`config.mk`:
```
export PLATFORM = sky130hd
export DESIGN_NAME = cdb_arbiter
export DESIGN_NICKNAME = d
export VERILOG_FILES = /design/src/rtl/cdb_arbiter.sv
export SDC_FILE = /design/constraint.sdc
export NUM_CORES = 1
export LEC_CHECK = 0
export ABC_AREA = 1
export CORE_ASPECT_RATIO = 1.25
export CORE_MARGIN = 3
export CORE_UTILIZATION = 45
export CTS_CLUSTER_SIZE = 30
export DETAILED_ROUTE_END_ITERATION = 8
export PLACE_DENSITY_LB_ADDON = 0.2
export SLEW_MARGIN = 20
export SYNTH_ARGS = -nofsm -noshare
export SYNTH_HDL_FRONTEND = slang
export SYNTH_SLANG_ARGS = --single-unit
```
`constraint.sdc`:
```
create_clock -name clock -period 4.4 [get_ports clock]
set_input_delay 1.1 -clock clock [delete_from_list [all_inputs] [get_ports clock]]
set_output_delay 1.1 -clock clock [all_outputs]
set_load 0.005 [all_outputs]
```
`src/rtl/cdb_arbiter.sv`:
```
// Common-data-bus arbiter: per-source result FIFOs feeding two registered CDB lanes,
// served round-robin across sources and oldest-first within a source.
module cdb_arbiter #(
    parameter int NUM_SRC     = 4,
    parameter int FIFO_DEPTH  = 2,
    parameter int ROB_W       = 6,
    parameter int DATA_W      = 32,
    parameter int INVALID_TAG = 16
) (
    input  logic                      clock,
    input  logic                      reset,
    input  logic                      flush,
    input  logic [NUM_SRC-1:0]        src_valid,
    input  logic [NUM_SRC*ROB_W-1:0]  src_rob,
    input  logic [NUM_SRC*DATA_W-1:0] src_data,
    output logic [NUM_SRC-1:0]        src_ready,
    output logic                      cdb_valid,
    output logic [ROB_W-1:0]          cdb_rob,
    output logic [DATA_W-1:0]         cdb_data,
    output logic                      cdb_valid2,
    output logic [ROB_W-1:0]          cdb_rob2,
    output logic [DATA_W-1:0]         cdb_data2
);

    localparam int SW = (NUM_SRC > 1) ? $clog2(NUM_SRC) : 1;
    localparam int PW = $clog2(FIFO_DEPTH);
    localparam int CW = $clog2(FIFO_DEPTH + 1);
    localparam logic [CW-1:0]    FULL     = CW'(FIFO_DEPTH);
    localparam logic [ROB_W-1:0] IDLE_TAG = ROB_W'(INVALID_TAG);

    logic [ROB_W-1:0]  rob_mem  [NUM_SRC][FIFO_DEPTH];
    logic [DATA_W-1:0] data_mem [NUM_SRC][FIFO_DEPTH];
    logic [PW-1:0]     wr_ptr   [NUM_SRC];
    logic [PW-1:0]     rd_ptr   [NUM_SRC];
    logic [CW-1:0]     count    [NUM_SRC];

    logic [SW-1:0]      rr_ptr, rr_nxt, scan_idx, g0_idx, g1_idx;
    logic               g0_valid, g1_valid;
    logic [NUM_SRC-1:0] push, pop;

    function automatic logic [SW-1:0] wrap_src(input int v);
        return SW'(v % NUM_SRC);
    endfunction

    // Ready depends only on the registered count, never on this cycle's grant.
    always_comb begin
        src_ready = '0;
        push      = '0;
        for (int i = 0; i < NUM_SRC; i++) begin
            src_ready[i] = !reset && (count[i] != FULL);
            push[i]      = src_valid[i] && (count[i] != FULL) && !flush;
        end
    end

    always_comb begin
        g0_valid = 1'b0;
        g1_valid = 1'b0;
        g0_idx   = '0;
        g1_idx   = '0;
        scan_idx = '0;
        pop      = '0;
        for (int k = 0; k < NUM_SRC; k++) begin
            scan_idx = wrap_src(int'(rr_ptr) + k);
            if (count[scan_idx] != '0) begin
                if (!g0_valid) begin
                    g0_valid = 1'b1;
                    g0_idx   = scan_idx;
                end else if (!g1_valid) begin
                    g1_valid = 1'b1;
                    g1_idx   = scan_idx;
                end
            end
        end
        if (g0_valid) pop[g0_idx] = 1'b1;
        if (g1_valid) pop[g1_idx] = 1'b1;
        rr_nxt = rr_ptr;
        if (g1_valid)      rr_nxt = wrap_src(int'(g1_idx) + 1);
        else if (g0_valid) rr_nxt = wrap_src(int'(g0_idx) + 1);
    end

    // Payload storage needs no reset; validity is carried entirely by count.
    always_ff @(posedge clock) begin
        for (int i = 0; i < NUM_SRC; i++) begin
            if (push[i]) begin
                rob_mem[i][wr_ptr[i]]  <= src_rob[i*ROB_W +: ROB_W];
                data_mem[i][wr_ptr[i]] <= src_data[i*DATA_W +: DATA_W];
            end
        end
    end

    always_ff @(posedge clock or posedge reset) begin
        if (reset) begin
            for (int i = 0; i < NUM_SRC; i++) begin
                wr_ptr[i] <= '0;
                rd_ptr[i] <= '0;
                count[i]  <= '0;
            end
            rr_ptr     <= '0;
            cdb_valid  <= 1'b0;
            cdb_rob    <= IDLE_TAG;
            cdb_data   <= '0;
            cdb_valid2 <= 1'b0;
            cdb_rob2   <= IDLE_TAG;
            cdb_data2  <= '0;
        end else if (flush) begin
            for (int i = 0; i < NUM_SRC; i++) begin
                wr_ptr[i] <= '0;
                rd_ptr[i] <= '0;
                count[i]  <= '0;
            end
            rr_ptr     <= '0;
            cdb_valid  <= 1'b0;
            cdb_rob    <= IDLE_TAG;
            cdb_data   <= '0;
            cdb_valid2 <= 1'b0;
            cdb_rob2   <= IDLE_TAG;
            cdb_data2  <= '0;
        end else begin
            for (int i = 0; i < NUM_SRC; i++) begin
                if (push[i]) wr_ptr[i] <= wr_ptr[i] + PW'(1);
                if (pop[i])  rd_ptr[i] <= rd_ptr[i] + PW'(1);
                count[i] <= count[i] + CW'(push[i]) - CW'(pop[i]);
            end
            rr_ptr     <= rr_nxt;
            cdb_valid  <= g0_valid;
            cdb_rob    <= g0_valid ? rob_mem[g0_idx][rd_ptr[g0_idx]]  : IDLE_TAG;
            cdb_data   <= g0_valid ? data_mem[g0_idx][rd_ptr[g0_idx]] : '0;
            cdb_valid2 <= g1_valid;
            cdb_rob2   <= g1_valid ? rob_mem[g1_idx][rd_ptr[g1_idx]]  : IDLE_TAG;
            cdb_data2  <= g1_valid ? data_mem[g1_idx][rd_ptr[g1_idx]] : '0;
        end
    end

endmodule
```
==> key figures, run 1 <==
Status
  • Outcome: complete, no violations

STA
  • Final Max Slew Viols: 0
  • Max Freq: 0.261 GHz
  • Crit path time final: 3.83 ns
  • Final setup viols: 0
  • Fin crit share: 87.1%
  • Worst slew pin tran: 1.11 ns
  • Setup TNS: 0 ns
  • Final Skew: 0.00984 ns
  • RSZ-0062 raised after global routing: false
  • Slew margin rel.: 25.8%
  • Fin. Hold Viols: 0

Die
  • Die W: 197 um
  • Row cnt: 87
  • Core area: 0.0452 sq mm
  • Die span in y: 245 um
  • IO Pins: 241
  • Die area: 0.0485 sq mm
  • Starting Density: 45.7%

Clocking
  • Post-CTS Setup Bufs: 0
  • CTS tree: yes
  • H-Tree Depth: 2
  • Register clock-pin slew on the reported worst setup and hold paths: 0.06 ns
  • Clock Tree Buf Depth: 3
  • CTS buffer count: 43
  • Hold_buf cts: 0
  • Root Driver: clkbuf_16
  • Worst-skew pair later-pin latency: 0.55 ns
  • Clk sinks: 400
  • Post_cts resized: 0

Logic synthesis
  • Post-synth EDFFs: 304
  • Cell taking the most area after synthesis: edfxtp_1
  • Cells after Synth: 2,439
  • Ranking of synthesized cells by area: edfxtp_1 44%, nand2_1 15%, dfrtp_1 11%
  • Seq/Total Area, Yosys: 55.9%
  • Avg Synthesized Cell Area: 8.46 sq um
  • Syn Nets: 2,608
  • Syn. warnings: 0
  • FF+latch count, synth: 400
  • Synth Flop Type: edfxtp_1
  • Count of different cell masters after synthesis: 35
  • Cell area after synthesis: 0.0206 sq mm
  • Area share of the largest cell type after synthesis: 44.3%
  • Async S/R FF share, synth: 24.0%

Setup path
  • Critical Path Start: rr_ptr[0]$_DFFE_PP0P_
  • CP max-delay cell: buf_4
  • Critical Path End: cdb_rob[2]$_DFF_PP0_
  • CP max stage delay: 0.85 ns
  • Arr. time, crit path: 4.26 ns
  • R2r startpoint: rr_ptr[0]$_DFFE_PP0P_
  • Worst R2R Setup Slack: 0.57 ns
  • Crit path capture type: register
  • Crit Path Category: reg2reg
  • Worst R2R End: cdb_rob[2]$_DFF_PP0_
  • CP max FO: 76
  • R2R depth: 16
  • CP Launch Type: register
  • Worst path required time: 4.83 ns
  • Worst-path cell chain: inv_2 > nand2_1 > nand2_2 > nand2_1 > nand2_2 > nor2_4 > nand3_2 > nand3_1 > nand2_4 > clkinv_2 > buf_4 > nand3b_1 > nand2_1 > nor2_1 > nor2_1 > nor2_1

Placement
  • RePlAce Congestion: 0.912
  • Placed cells: 3,146
  • Post-DP HPWL: 40.2 mm
  • Number of I/O port buffers: 240

Cells and area
  • Commonest non-fill, non-tap cell in the layout: nand2_1
  • Sequential standard cell area: 0.0115 sq mm
  • Share of cells above drive strength 1: 5.82%
  • Finished Layout Cells: 3,226
  • Final net count: 2,782
  • Area Overhead vs Synth: 21.5%
  • Commonest non-fill, non-tap cells in the layout: 849 x nand2_1, 331 x nand3_1, 304 x edfxtp_1
  • Area occupied by multi-input gates: 0.00757 sq mm
  • FILL cells: 3,944

Drt
  • Vias: 17,550
  • ANT nets after route: 0
  • TritonRoute pass-1 iters: 7
  • Initial DRC count: 1,792
  • Avg Vias per Cell: 5.44
  • Avg WL per Cell: 20.3 um
  • Final wirelength: 65.4 mm
  • DRC violations left: 0

Global route
  • Initial antenna violation count: 2
  • Global-route usage over all layers: 26.6%
  • Grt ovf: 0
  • Global-route wire length before repair: 99.1 mm
  • Pin count of the biggest net entering global routing: 105
  • Vias in the first global route: 17,017

Flow run
  • Max Cap Viol: 0

Worst hold path
  • Hold crit path type: reg2reg
-- worst min path at each step --
stage                           from                    end  slack (ns)  depth (start not counted)
2_1_floorplan  wr_ptr[0]$_DFFE_PP0P_  wr_ptr[0]$_DFFE_PP0P_        0.46                          1
3_3_place_gp   rd_ptr[1]$_DFFE_PP0P_  rd_ptr[1]$_DFFE_PP0P_        0.53                          2
3_5_place_dp   rd_ptr[0]$_DFFE_PP0P_  rd_ptr[0]$_DFFE_PP0P_        0.54                          2
4_1_cts        rd_ptr[0]$_DFFE_PP0P_  rd_ptr[0]$_DFFE_PP0P_        0.55                          2
5_1_grt        wr_ptr[0]$_DFFE_PP0P_  wr_ptr[0]$_DFFE_PP0P_        0.58                          1
6_report       rd_ptr[0]$_DFFE_PP0P_  rd_ptr[0]$_DFFE_PP0P_        0.55                          2
-- synth_stat cells, types with 2 or more instances --
library cell,number
nand3b_1,113
a21oi_1,4
dfstp_2,2
inv_2,4
o21ai_1,31
o21ai_0,21
nand4_1,2
buf_4,19
nor2_1,262
edfxtp_1,304
nor2_4,3
xor2_1,4
o22ai_1,4
nand2_1,851
ha_1,10
buf_2,64
clkbuf_1,35
dfrtp_1,94
nand3_1,331
xnor2_1,4
o21ai_2,2
nand2_2,8
nand2_4,4
buf_6,13
buf_1,22
inv_1,219
-- routing by layer --
layer | up-vias | part of all wire (%) | track usage, %
li1 | 8195 | - | -
met1 | 8322 | 39 | 34.8
met2 | 883 | 49 | 45.4
met3 | 148 | 8.2 | 3.95
met4 | 2 | 3.2 | 9.39
met5 | - | 0.020 | 0
-- worst max-delay path: cells and delay by family, from the launching register on --
| kind | cells | cell delay [ns] |
|---|---|---|
| buffers and inverters | 3 | 1.23 |
| flip-flops | 1 | 0.66 |
| AND/OR/NAND/NOR | 13 | 1.78 |
-- cell type report --
class / count / share of cell area [%]
clock inverters: 16 / 0.839
repair buffers: 282 / 11.5
multi-input cells: 1662 / 30.2
well taps: 578 / 2.89
clock buffers: 63 / 5.16
inverters: 224 / 3.38
flip-flops and latches: 400 / 46.0
diodes: 1 / 0.00998
-- flip-flops by register name, summed over array words and instances, names as in the netlist --
name,flops
wr_ptr,4
cdb_data2,32
rr_ptr,2
cdb_rob2,6
count,8
rob_mem,48
cdb_valid2,1
cdb_valid,1
data_mem,256
rd_ptr,4
cdb_rob,6
cdb_data,32
-- through the flow --
stage / utilization, % / cell area [sq um] / worst slack, ns / hold slack, ns
2_1_floorplan: - / 20600 / 0.798 / 0.458
3_3_place_gp: 52.1 / 23600 / 0.731 / 0.526
3_5_place_dp: 52.1 / 23600 / 0.660 / 0.540
4_1_cts: 55.5 / 25100 / 0.637 / 0.554
5_1_grt: 55.5 / 25100 / 0.244 / 0.580
6_report: 55.5 / 25100 / 0.568 / 0.553
-- cell families (layout without fill, tap and decap cells) --
family          after synthesis  after routing  share of synthesized area (%)
simple gates               1579           1579                           33.3
flops                       400            400                           55.9
buf+inv                     377            585                           8.08
compound gates               65             65                           1.71
fa+ha+maj                    10             10                          0.607
xor+xnor                      8              8                          0.340
other cells                   0              1                              0
Power of run 1 is left out: the tool's default activity adds up to more than one toggle a clock period on the data nets, which glitch-free logic cannot reach.
==> inputs of run 2 (changes only) <==
- CORE_UTILIZATION: 45 -> 57
- PLACE_DENSITY_LB_ADDON: 0.2 -> 0.25
==> key figures, run 2 (synthesis gave the netlist of run 1 again) <==
Drt
  • Initial DRC count: 2,246 (+25%)
  • DRC violations left: 0 (unchanged)
  • Vias: 18,193 (+3.7%)
  • Avg Vias per Cell: 5.83 (+7.2%)
  • ANT nets after route: 0 (unchanged)
  • Avg WL per Cell: 20.2 um (-0.61%)
  • TritonRoute pass-1 iters: 6 (-1)
  • Final wirelength: 62.9 mm (-3.9%)

Clocking
  • CTS buffer count: 41 (-4.7%)
  • CTS tree: yes
  • Worst-skew pair later-pin latency: 0.55 ns (about the same)
  • Register clock-pin slew on the reported worst setup and hold paths: 0.06 ns (about the same)
  • Hold_buf cts: 0 (unchanged)
  • Post_cts resized: 0 (unchanged)
  • Root Driver: clkbuf_16
  • H-Tree Depth: 2 (unchanged)
  • Clk sinks: 400 (unchanged)
  • Clock Tree Buf Depth: 3 (unchanged)
  • Post-CTS Setup Bufs: 0 (unchanged)

Setup path
  • Worst R2R Setup Slack: 0.34 ns (-0.23 ns)
  • CP Launch Type: register
  • Arr. time, crit path: 4.49 ns (+0.23 ns)
  • CP max FO: 76 (unchanged)
  • Crit path capture type: register
  • Worst path required time: 4.83 ns (about the same)
  • Crit Path Category: reg2reg

STA
  • Max Freq: 0.246 GHz (-5.7%)
  • Final setup viols: 0 (unchanged)
  • Fin crit share: 92.3% (+5.3 points)
  • Slew margin rel.: 27.0% (+1.2 points)
  • Crit path time final: 4.06 ns (+0.231 ns)
  • Final Max Slew Viols: 0 (unchanged)
  • RSZ-0062 raised after global routing: false
  • Worst slew pin tran: 1.09 ns (-0.0182 ns)
  • Fin. Hold Viols: 0 (unchanged)
  • Setup TNS: 0 ns (unchanged)
  • Final WS setup: 0.337 ns (-0.231 ns)
  • Final Skew: 0.0271 ns (+0.0173 ns)

Cells and area
  • Commonest non-fill, non-tap cell in the layout: nand2_1
  • Final Instance Area: 0.0247 sq mm (-1.5%)
  • Final net count: 2,782 (unchanged)
  • Sequential standard cell area: 0.0115 sq mm (unchanged)
  • FILL cells: 2,638 (-33%)
  • Area occupied by multi-input gates: 0.00757 sq mm (unchanged)
  • Share of cells above drive strength 1: 5.48% (-0.34 points)
  • Area Overhead vs Synth: 19.7%
  • Max FFs per register: 256 (unchanged)
  • Commonest non-fill, non-tap cells in the layout: 849 x nand2_1, 331 x nand3_1, 304 x edfxtp_1

Die
  • Die area: 0.0385 sq mm (-21%)
  • IO Pins: 241 (unchanged)
  • Starting Density: 58.0% (+12 points)
  • Core area: 0.0356 sq mm (-21%)
  • Die span in y: 219 um (-11%)
  • Row cnt: 77 (-11%)
  • Die W: 176 um (-11%)

Placement
  • Post-DP HPWL: 38.7 mm (-3.7%)
  • RePlAce Congestion: 0.937 (+2.7%)
  • Dpl cell area: 0.0234 sq mm (-0.70%)
  • Number of I/O port buffers: 240 (unchanged)
  • Placement Setup Slack: 0.543 ns (-0.117 ns)

Worst hold path
  • Hold crit path type: reg2reg

Global route
  • Grt ovf: 0 (unchanged)
  • Pin count of the biggest net entering global routing: 106 (+0.95%)
  • Global-route wire length before repair: 96.0 mm (-3.1%)
  • Global-route usage over all layers: 32.1% (+5.5 points)
  • Vias in the first global route: 17,871 (+5.0%)
  • Initial antenna violation count: 4 (+2)

Flow run
  • Max Cap Viol: 0 (unchanged)

Status
  • Outcome: complete, no violations
[run 2: area by class of cell]
cell class,instances,share of cell area (%)
flip-flops and latches,400,46.7
multi-input cells,1662,30.7
clock inverters,12,0.436
diodes,1,0.0101
inverters,224,3.43
well taps,474,2.40
clock buffers,63,4.78
repair buffers,284,11.5
[run 2: metal layers]
| layer | wire (um) | global-route usage, % | part of all wire [%] |
|---|---|---|---|
| met3 | 6860 | 5.09 | 11 |
| met2 | 29700 | 51.8 | 47 |
| met4 | 3650 | 17.6 | 5.8 |
| met5 | 46 | 0 | 0.073 |
| met1 | 22600 | 41.8 | 36 |
[run 2: final timing paths]
path	from	to	depth (start not counted)
worst max-delay path	rr_ptr[0]$_DFFE_PP0P_	count[7]$_DFF_PP0_	16
worst min-delay path	rd_ptr[0]$_DFFE_PP0P_	rd_ptr[0]$_DFFE_PP0P_	2
worst max register to register	rr_ptr[0]$_DFFE_PP0P_	count[7]$_DFF_PP0_	16
worst min register to register	rd_ptr[0]$_DFFE_PP0P_	rd_ptr[0]$_DFFE_PP0P_	2
max in group asynchronous	reset	cdb_data[3]$_DFF_PP0_	3
min in group asynchronous	reset	cdb_data2[29]$_DFF_PP0_	2
[run 2: worst max-delay path: stages, from the launching register on]
cell     delay, ns
dfrtp_1       0.55
inv_2         0.32
nand2_1       0.16
nand3_1       0.09
nand2_1       0.06
nor2_1        0.22
nand3_1       0.18
nand2_2       0.15
nand2_2       0.11
nand2_4       0.37
nand2_8       0.40
o21ai_0       0.50
ha_1          0.30
inv_1         0.07
ha_1          0.16
xor2_1        0.16
nor2_1        0.06
[run 2: stage by stage]
stage               util, %  hold WS [ns]  instances
floorplan                 -         0.458       2439
global placement       65.8         0.531       3044
detailed placement     65.8         0.526       3044
CTS                    69.4         0.540       3119
global route           69.4         0.584       3120
finish                 69.4         0.540       3120
Power of run 2 is left out for the same reason.
==> inputs of run 3 (changes only) <==
--- a/config.mk
+++ b/config.mk
@@ -8,2 +8,3 @@
 export ABC_AREA = 1
+export ABC_CLOCK_PERIOD_IN_PS = 4400
 export CORE_ASPECT_RATIO = 1.25
--- a/constraint.sdc
+++ b/constraint.sdc
@@ -3,2 +3,2 @@
 set_output_delay 1.1 -clock clock [all_outputs]
-set_load 0.005 [all_outputs]
+set_load 0.01 [all_outputs]
==> key figures, run 3 (synthesis gave the netlist of run 1 again) <==
Drt
  • DRC violations left: 0 (unchanged)
  • ANT nets after route: 0 (unchanged)
  • Vias: 18,049 (-0.79%)
  • Final wirelength: 62.6 mm (-0.44%)
  • Avg Vias per Cell: 5.78 (-0.82%)
  • Avg WL per Cell: 20.1 um (-0.47%)
  • TritonRoute pass-1 iters: 6 (unchanged)
  • Initial DRC count: 2,557 (+14%)

Worst hold path
  • Worst hold endpoint: wr_ptr[3]$_DFFE_PP0P_
  • Hold_sp: wr_ptr[3]$_DFFE_PP0P_
  • WHS Path Cells: 1 (-1)
  • Hold crit path type: reg2reg

Global route
  • Vias in the first global route: 17,420 (-2.5%)
  • Global-route usage over all layers: 32.1% (-0.067 points)
  • Grt ovf: 0 (unchanged)
  • Initial antenna violation count: 3 (-1)
  • Pin count of the biggest net entering global routing: 109 (+2.8%)
  • Global-route wire length before repair: 95.6 mm (-0.41%)

Clocking
  • CTS buffer count: 42 (+2.4%)
  • Worst-skew pair later-pin latency: 0.55 ns (about the same)
  • Clk sinks: 400 (unchanged)
  • Hold_buf cts: 0 (unchanged)
  • Post-CTS Setup Bufs: 0 (unchanged)
  • Register clock-pin slew on the reported worst setup and hold paths: 0.06 ns (about the same)
  • Post_cts resized: 0 (unchanged)
  • Clock Tree Buf Depth: 3 (unchanged)
  • CTS tree: yes
  • H-Tree Depth: 2 (unchanged)
  • Root Driver: clkbuf_16

STA
  • Crit path time final: 3.81 ns (-0.255 ns)
  • Fin crit share: 86.6% (-5.8 points)
  • Final Max Slew Viols: 0 (unchanged)
  • Max Freq: 0.263 GHz (+6.7%)
  • Final setup viols: 0 (unchanged)
  • Worst slew pin tran: 0.938 ns (-0.157 ns)
  • Final Hold Slack: 0.549 ns (+0.00922 ns)
  • Slew margin rel.: 37.5% (+10 points)
  • Fin. Hold Viols: 0 (unchanged)
  • Setup TNS: 0 ns (unchanged)
  • RSZ-0062 raised after global routing: false
  • Final Skew: 0.0195 ns (-0.00761 ns)

Die
  • IO Pins: 241 (unchanged)
  • Die area: 0.0385 sq mm (unchanged)
  • Starting Density: 58.0% (unchanged)
  • Die W: 176 um (unchanged)
  • Core area: 0.0356 sq mm (unchanged)
  • Row cnt: 77 (unchanged)
  • Die span in y: 219 um (unchanged)

Cells and area
  • Area Overhead vs Synth: 19.9%
  • Max FFs per register: 256 (unchanged)
  • Final net count: 2,781 (-0.036%)
  • Commonest non-fill, non-tap cell in the layout: nand2_1
  • FILL cells: 2,662 (+0.91%)
  • Share of cells above drive strength 1: 5.60% (+0.11 points)
  • Commonest non-fill, non-tap cells in the layout: 849 x nand2_1, 331 x nand3_1, 304 x edfxtp_1

Setup path
  • Worst path bufs/invs: 3 (+1)
  • CP delay by family, top: simple AND/OR/NAND/NOR gates
  • CP Launch Type: register
  • Worst R2R Setup Slack: 0.59 ns (+0.25 ns)
  • Crit Path Category: reg2reg
  • Worst path required time: 4.84 ns (about the same)
  • CP max-delay cell: buf_4
  • Arr. time, crit path: 4.25 ns (-0.24 ns)
  • Crit path capture type: register
  • CP max stage delay: 0.67 ns (+0.12 ns)
  • CP max FO: 71 (-6.6%)
  • Worst R2R End: cdb_data2[0]$_DFF_PP0_
  • Most used cell, CP: nand2_1
  • Worst-path cell chain: inv_2 > nand2_1 > nand2_1 > nand2_1 > nand2_1 > nor2_4 > nand3_1 > nand2_1 > inv_2 > nand2_2 > nand2_4 > nand2_8 > buf_4 > nand2_1 > nand3_1 > nand2_1 > nand2_1 > nand2_1 > nor2_1
  • R2r startpoint: rr_ptr[0]$_DFFE_PP0P_
  • R2R depth: 19 (+3)

Flow run
  • Max Cap Viol: 0 (unchanged)

Placement
  • Post-DP HPWL: 38.0 mm (-1.9%)
  • RePlAce Congestion: 0.915 (-2.4%)
  • Number of I/O port buffers: 240 (unchanged)

Status
  • Outcome: complete, no violations
[run 3: through the flow]
stage          std cells  setup WS, ns  instance area (sq um)  util, %
3_3_place_gp        3042         0.825                  23400     65.8
6_report            3121         0.591                  24700     69.6
3_5_place_dp        3042         0.746                  23400     65.8
5_1_grt             3120         0.355                  24700     69.6
2_1_floorplan       2439         0.798                  20600        -
4_1_cts             3119         0.729                  24700     69.6
[run 3: worst max path at each step]
stage | slack [ns] | start | depth (start not counted) | to
floorplan | 0.80 | reset | 1 | cdb_data2[0]$_DFF_PP0_
global placement | 0.83 | rr_ptr[0]$_DFFE_PP0P_ | 19 | cdb_data2[0]$_DFF_PP0_
detailed placement | 0.75 | rr_ptr[0]$_DFFE_PP0P_ | 19 | cdb_data2[0]$_DFF_PP0_
CTS | 0.73 | rr_ptr[0]$_DFFE_PP0P_ | 19 | cdb_data2[0]$_DFF_PP0_
global route | 0.35 | rr_ptr[0]$_DFFE_PP0P_ | 19 | cdb_data2[0]$_DFF_PP0_
finish | 0.59 | rr_ptr[0]$_DFFE_PP0P_ | 19 | cdb_data2[0]$_DFF_PP0_
[run 3: worst reg2reg max path, stage by stage (launching register included)]
cell and delay (ns):
dfrtp_1 0.66, inv_2 0.26, nand2_1 0.11, nand2_1 0.07
nand2_1 0.09, nand2_1 0.10, nor2_4 0.21, nand3_1 0.14
nand2_1 0.10, inv_2 0.06, nand2_2 0.12, nand2_4 0.15
nand2_8 0.25, buf_4 0.68, nand2_1 0.15, nand3_1 0.12
nand2_1 0.06, nand2_1 0.06, nand2_1 0.06, nor2_1 0.25
[run 3: layout make-up]
class / instances / area, sq um / area share [%]
inverter: 224 / 847 / 3.42
clock inverter: 20 / 154 / 0.622
antenna: 2 / 5.00 / 0.0202
sequential: 400 / 11500 / 46.6
tap: 474 / 593 / 2.40
clock buffer: 57 / 1190 / 4.81
multi-input combinational: 1662 / 7570 / 30.6
timing repair buffer: 282 / 2840 / 11.5
[run 3: metal layers]
metal  vias to the layer above  global-route usage [%]  routed length [um]
met2                      1279                    51.8               29600
li1                       8192                       -                   -
met1                      8331                    41.6               22200
met4                         4                    17.3                3410
met3                       243                    5.21                7360
met5                         -                       0                  33
Power of run 3 is left out for the same reason.
